--- src/rtl/pattern_seq_gen.sv ---
// Streams a DEPTH-element packed PATTERN over valid/ready, one-shot or looping; optional PATGEN_PASSCNT_EN adds pass_cnt_o.
// Latency: first element is valid the cycle after an accepted start_i; one element per cycle after that, no bubble on wrap.
// Backpressure: with ready_i low, data_o/idx_o/last_o hold; stop_i ends looping at the next pass boundary.
module pattern_seq_gen #(
  parameter int WIDTH = 32,
  parameter int DEPTH = 4,
  parameter logic [DEPTH*WIDTH-1:0] PATTERN = {32'd3, 32'd3, 32'd3, 32'd3},
  localparam int IDXW = (DEPTH > 1) ? $clog2(DEPTH) : 1
) (
  input  logic             clk,
  input  logic             rst,
  input  logic             start_i,
  input  logic             loop_i,
  input  logic             stop_i,
  input  logic             ready_i,
  output logic             valid_o,
  output logic [WIDTH-1:0] data_o,
  output logic             last_o,
  output logic [IDXW-1:0]  idx_o,
  output logic             busy_o,
`ifdef PATGEN_PASSCNT_EN
  output logic [15:0]      pass_cnt_o,
`endif
  output logic             done_o
);

  localparam logic [IDXW-1:0] LAST_IDX = IDXW'(DEPTH - 1);

  typedef enum logic {
    IDLE = 1'b0,
    RUN  = 1'b1
  } state_t;

  state_t          state;
  logic            loop_q;
  logic            stop_pend;
  logic            xfer;
  logic            at_last;
  logic            end_seq;
  logic [IDXW-1:0] nxt_idx;

  // Element k lives at bits [k*WIDTH +: WIDTH]; callers only pass in-range indices.
  function automatic logic [WIDTH-1:0] elem(input logic [IDXW-1:0] k);
    return PATTERN[int'(k)*WIDTH +: WIDTH];
  endfunction

  // Handshake and pass-boundary decode; index advance is an explicit compare so
  // non-power-of-two DEPTH never steps past LAST_IDX.
  always_comb begin
    xfer    = 1'b0;
    at_last = 1'b0;
    end_seq = 1'b0;
    nxt_idx = '0;
    xfer    = (state == RUN) && valid_o && ready_i;
    at_last = (idx_o == LAST_IDX);
    // A stop arriving with the final transfer still ends this pass.
    end_seq = !loop_q || stop_pend || stop_i;
    nxt_idx = at_last ? '0 : (idx_o + 1'b1);
  end

  // Control FSM with registered outputs; done_o defaults low so it pulses once.
  always_ff @(posedge clk) begin
    if (rst) begin
      state     <= IDLE;
      valid_o   <= 1'b0;
      data_o    <= '0;
      last_o    <= 1'b0;
      idx_o     <= '0;
      busy_o    <= 1'b0;
      done_o    <= 1'b0;
      loop_q    <= 1'b0;
      stop_pend <= 1'b0;
    end else begin
      done_o <= 1'b0;
      case (state)
        IDLE: begin
          // stop_i has no meaning before a sequence exists.
          if (start_i) begin
            state     <= RUN;
            valid_o   <= 1'b1;
            busy_o    <= 1'b1;
            idx_o     <= '0;
            data_o    <= elem('0);
            last_o    <= (LAST_IDX == '0);
            loop_q    <= loop_i;
            stop_pend <= 1'b0;
          end
        end
        RUN: begin
          // start_i is deliberately ignored while a sequence is running.
          if (stop_i) begin
            stop_pend <= 1'b1;
          end
          if (xfer) begin
            if (at_last && end_seq) begin
              // data_o and idx_o keep the final element for observation.
              state     <= IDLE;
              valid_o   <= 1'b0;
              busy_o    <= 1'b0;
              last_o    <= 1'b0;
              done_o    <= 1'b1;
              stop_pend <= 1'b0;
              loop_q    <= 1'b0;
            end else begin
              idx_o  <= nxt_idx;
              data_o <= elem(nxt_idx);
              last_o <= (nxt_idx == LAST_IDX);
            end
          end
        end
        default: begin
          state <= IDLE;
        end
      endcase
    end
  end

`ifdef PATGEN_PASSCNT_EN
  // Completed-pass counter: cleared on reset and accepted start, saturating.
  always_ff @(posedge clk) begin
    if (rst) begin
      pass_cnt_o <= '0;
    end else if ((state == IDLE) && start_i) begin
      pass_cnt_o <= '0;
    end else if (xfer && at_last && (pass_cnt_o != 16'hFFFF)) begin
      pass_cnt_o <= pass_cnt_o + 16'd1;
    end
  end
`endif

endmodule
--- config.mk ---
export PLATFORM = sky130hd
export DESIGN_NAME = pattern_seq_gen
export DESIGN_NICKNAME = d
export VERILOG_FILES = /design/src/rtl/pattern_seq_gen.sv
export SDC_FILE = /design/constraint.sdc
export NUM_CORES = 1
export LEC_CHECK = 0
export CORE_MARGIN = 5
export CORE_UTILIZATION = 30
export CTS_CLUSTER_SIZE = 8
export DETAILED_ROUTE_END_ITERATION = 10
export DONT_BUFFER_PORTS = 1
export PLACE_DENSITY = 0.5
export SYNTH_ARGS = -nofsm -noshare
export SYNTH_HDL_FRONTEND = slang
export SYNTH_SLANG_ARGS = --single-unit
--- constraint.sdc ---
create_clock -name clk -period 3.9 [get_ports clk]
set_clock_uncertainty 0.05 [all_clocks]
set_input_delay 0.975 -clock clk [delete_from_list [all_inputs] [get_ports clk]]
set_output_delay 0.975 -clock clk [all_outputs]
set_load 0.02 [all_outputs]
Word level (Yosys, flattened, before mapping)
Index checks and enable logic that the tools add are counted.
W data, S select, Z words.
{"block": "word_totals", "output_inout_bits": 38, "register_bits": 40, "input_bits": 6, "rom_bits": 0, "latch_bits": 0, "ram_bits": 0, "wordCells": 56, "n_memories": 0}
{"block": "op_classes", "div_mod_pow": 0, "order_cmp": 0, "add_sub_neg": 1, "n_reduce_logical": 10, "n_mux": 28, "shifts": 1, "multipliers": 0, "eq_ne": 6, "bitwise": 2}
{"op": "$shiftx A128 B8 Y32 const A", "count": 1}
{"op": "$mux W32", "count": 3}
{"op": "$pmux W32 S2", "count": 1}
{"op": "$mux W1", "count": 14}
{"op": "$pmux W1 S2", "count": 5}
{"op": "$mux W2", "count": 4}
{"op": "$reduce_and A3 Y1", "count": 2}
{"op": "$eq A2 B2 Y1 const B", "count": 2}
{"op": "$ne A2 B1 Y1 const B", "count": 2}
{"op": "$ne A2 B2 Y1 const B", "count": 2}
{"op": "$pmux W2 S2", "count": 1}
{"op": "$logic_and A1 B1 Y1", "count": 3}
{"op": "$reduce_or A3 Y1", "count": 1}
{"op": "$add A2 B1 Y2 const B", "count": 1}
{"op": "$logic_or A1 B1 Y1", "count": 2}
{"op": "$not A1 Y1", "count": 2}
{"op": "$reduce_and A2 Y1", "count": 1}
{"op": "$logic_not A1 Y1", "count": 1}

Depth between registers and ports, before layout
{"block": "depth", "depth_word": 7, "ltp_mapped": 4, "depth_no_buf": 4}

Worst setup path after synthesis
Ideal clock, no wire load.
{"block": "synth_timing", "path_type": "input port to flip-flop", "from": "input port stop_i", "to": "register idx_o[1]", "arrival_ns": 1.827, "slack_ns": 1.900, "path_buffers": 0, "path_stages": 3, "setup_time_ns": 0.123, "t_required_ns": 3.727, "cell_sequence": "or3b_1 -> a21oi_2 -> mux2_1"}
{"block": "synth_via", "elab_chain_len": 4}
{"element": "from (decl)", "line": "14", "rtl": "input logic stop_i,"}
{"element": "$logic_or A1 B1 Y1", "line": "57", "rtl": "end_seq = !loop_q || stop_pend || stop_i;"}
{"element": "$logic_and A1 B1 Y1", "line": "95", "rtl": "if (at_last && end_seq) begin"}
{"element": "$ne A2 B2 Y1 (no line)"}
{"element": "$reduce_and A3 Y1 (no line)"}
{"element": "to (signal assigned)", "line": "105", "rtl": "idx_o <= nxt_idx;"}
{"element": "to (decl)", "line": "19", "rtl": "output logic [IDXW-1:0] idx_o,"}
No other way between the ends.
A chain may end at the register's enable or synchronous reset.

==> results.json <==
{
  "status": "complete, no violations",
  "ys_warn_count": 0,
  "grt_setup_unrepaired": "no",
  "cts-resized-gates": 0,
  "drt-wirelength-per-cell_um": 10.9,
  "htreeDepth": 1,
  "reg2reg_from": "busy_o",
  "hold_depth": 2,
  "vias": 408,
  "fin_crit_sh_pct": 49.4,
  "worstHoldEndpoint": "stop_pend",
  "avgSynthCellArea_um2": 8.72,
  "crit_type": "reg2out",
  "intPower_mw": 0.140,
  "grt_pass1_wl_um": 1700,
  "finalHoldViolCount": 0,
  "layout-drive-gt1-share_pct": 6.85,
  "nFillCells": 236,
  "ctsRootBufferMaster": "clkbuf_4",
  "critPathLaunchType": "flop",
  "cts_tree": "yes",
  "die_w_um": 56.4,
  "rr_worst_depth": 3,
  "worstPathArrival_ns": 0.90,
  "clock_power_share_pct": 34.4,
  "regArea_um2": 180,
  "post-route-drc-count": 0,
  "drt-pass1-iter-count": 4,
  "place_hpwl_um": 914,
  "drv_cap": 0,
  "yosysTopAreaCell": "buf_4",
  "syn_area_um2": 646,
  "period_needed_ns": 1.93,
  "crit_path_end_kind": "output pin",
  "ys_ff_latch": 9,
  "clk_pin_slew_worst_paths_ns": 0.06,
  "synthToLayoutAreaGrowth_pct": -12.6,
  "cts_setup_buffers": 0,
  "dieHeight_um": 56.4,
  "min_from": "stop_pend",
  "die-area_mm2": 0.00318,
  "antenna_found_initial": 0,
  "ios": 44,
  "ir_drop_mv": 0.195,
  "clockBufferDepth": 2,
  "track_usage_pct": 7.27,
  "synth_area_leaders": "buf_4 37%, dfxtp_1 28%, ha_1 3.9%",
  "yosysUniqueCellTypes": 26,
  "max_slew.worst_pin.slew_ns": 0.511,
  "grt_overflow": 0,
  "final_cell_mix": "30 x conb_1, 9 x dfxtp_1, 3 x inv_1, 3 x a21oi_1, 3 x clkbuf_4",
  "start_util_pct": 32.2,
  "final.setup.tns_ns": 0,
  "antenna_left": 0,
  "grt_pass1_vias": 332,
  "num-nets-final": 82,
  "drt_iter0_drc": 6,
  "multi_input_area_um2": 313,
  "numCtsBuffers": 3,
  "slew_viol_final": 0,
  "p_seq_share_pct": 49.2,
  "fp-row-count": 16,
  "hold_path.class": "reg2reg",
  "power.leakage_nw": 0.255,
  "reg2reg_slack_ns": 2.32,
  "path_max_fanout": 6,
  "switching_share_pct": 34.5,
  "clock_latency_ns": 0.27,
  "synth_top_area_share_pct": 37.2,
  "final_common_cell": "conb_1",
  "routed_wirelength_um": 1090,
  "synthArstFlopShare_pct": 0,
  "fin_util_pct": 28.2,
  "power_density_mw_per_mm2": 379,
  "synthCells": 74,
  "required_ns": 2.87,
  "coreArea_mm2": 0.00200,
  "diodes": 0,
  "slew_headroom_pct": 65.9,
  "ys_seq_area_share_pct": 27.9,
  "gp_congestion": 0.744,
  "r2r-end": "idx_o[0]",
  "cts_sinks": 9,
  "max_freq_mhz": 519,
  "synth-edff-count": 0,
  "vias_per_cell": 4.08,
  "postCtsHoldBufs": 0,
  "power.switching_mw": 0.0739,
  "synth_ff_type": "dfxtp_1",
  "setup_viol": 0,
  "grt_max_degree": 10,
  "io_buffer_count": 0,
  "pwr-share-comb_pct": 16.5
}
-- state kept, by name, summed over array words and instances, names as in the netlist --
name / cells
stop_pend: 1
data_o: 1
loop_q: 1
busy_o: 1
last_o: 1
idx_o: 2
done_o: 1
state: 1
-- area by class of cell --
cell class	count	share of cell area [%]
multi-input cells	57	55.4
flip-flops and latches	9	31.9
well taps	27	5.99
clock buffers	4	4.66
inverters	3	2.00
-- synth_stat cells (2+ instances only) --
cell type	number
buf_4	32
inv_1	3
a21oi_1	3
dfxtp_1	9
ha_1	2
o41ai_1	2
nor3b_1	2
nand4_1	2
nand3_1	2
-- how the worst max path moves through the flow --
stage	from	endpoint	slack [ns]	depth (start not counted)
after floorplan	stop_i	idx_o[1]	1.90	3
after global placement	stop_i	idx_o[1]	1.88	3
after detailed placement	stop_i	idx_o[1]	1.85	3
after CTS	busy_o	valid_o	1.96	0
after global routing	busy_o	valid_o	1.92	0
final	busy_o	valid_o	1.97	0
-- layer usage --
metal / part of all wire [%] / global-route usage [%] / up-vias
li1: - / - / 193
met1: 37 / 9.28 / 180
met2: 40 / 8.01 / 33
met3: 22 / 5.96 / 2
met4: 1.3 / 4.07 / 0
met5: 0 / 0 / -
-- stage by stage --
| stage | cells | instance area, µm² | total power [mW] | worst slack [ns] | hold slack, ns |
|---|---|---|---|---|---|
| 2_1_floorplan | 103 | 754 | 0.166 | 1.90 | 0.412 |
| 3_3_place_gp | 96 | 538 | 0.142 | 1.88 | 0.426 |
| 3_5_place_dp | 96 | 538 | 0.142 | 1.85 | 0.434 |
| 4_1_cts | 100 | 564 | 0.218 | 1.96 | 0.444 |
| 5_1_grt | 100 | 564 | 0.230 | 1.92 | 0.479 |
| 6_report | 100 | 564 | 0.214 | 1.97 | 0.438 |
-- power by group through the flow --
stage | logic [mW] | clock network (mW) | registers (mW)
after floorplan | 0.0634 | 0 | 0.103
after global placement | 0.0342 | 0 | 0.107
after detailed placement | 0.0343 | 0 | 0.107
after CTS | 0.0344 | 0.0779 | 0.105
after global routing | 0.0378 | 0.0861 | 0.106
final | 0.0352 | 0.0736 | 0.105
-- kinds of logic after synthesis --
family / count (synthesis) / share of synthesized area [%]
muxes: 1 / 1.74
buffers and inverters: 37 / 40.5
other: 1 / 0.581
and+or+nand+nor: 13 / 12.6
DFF: 9 / 27.9
adders and majority gates: 2 / 3.88
AOI/OAI and AO/OA: 11 / 12.8
Note: power is estimated with default switching activity, not from simulation.
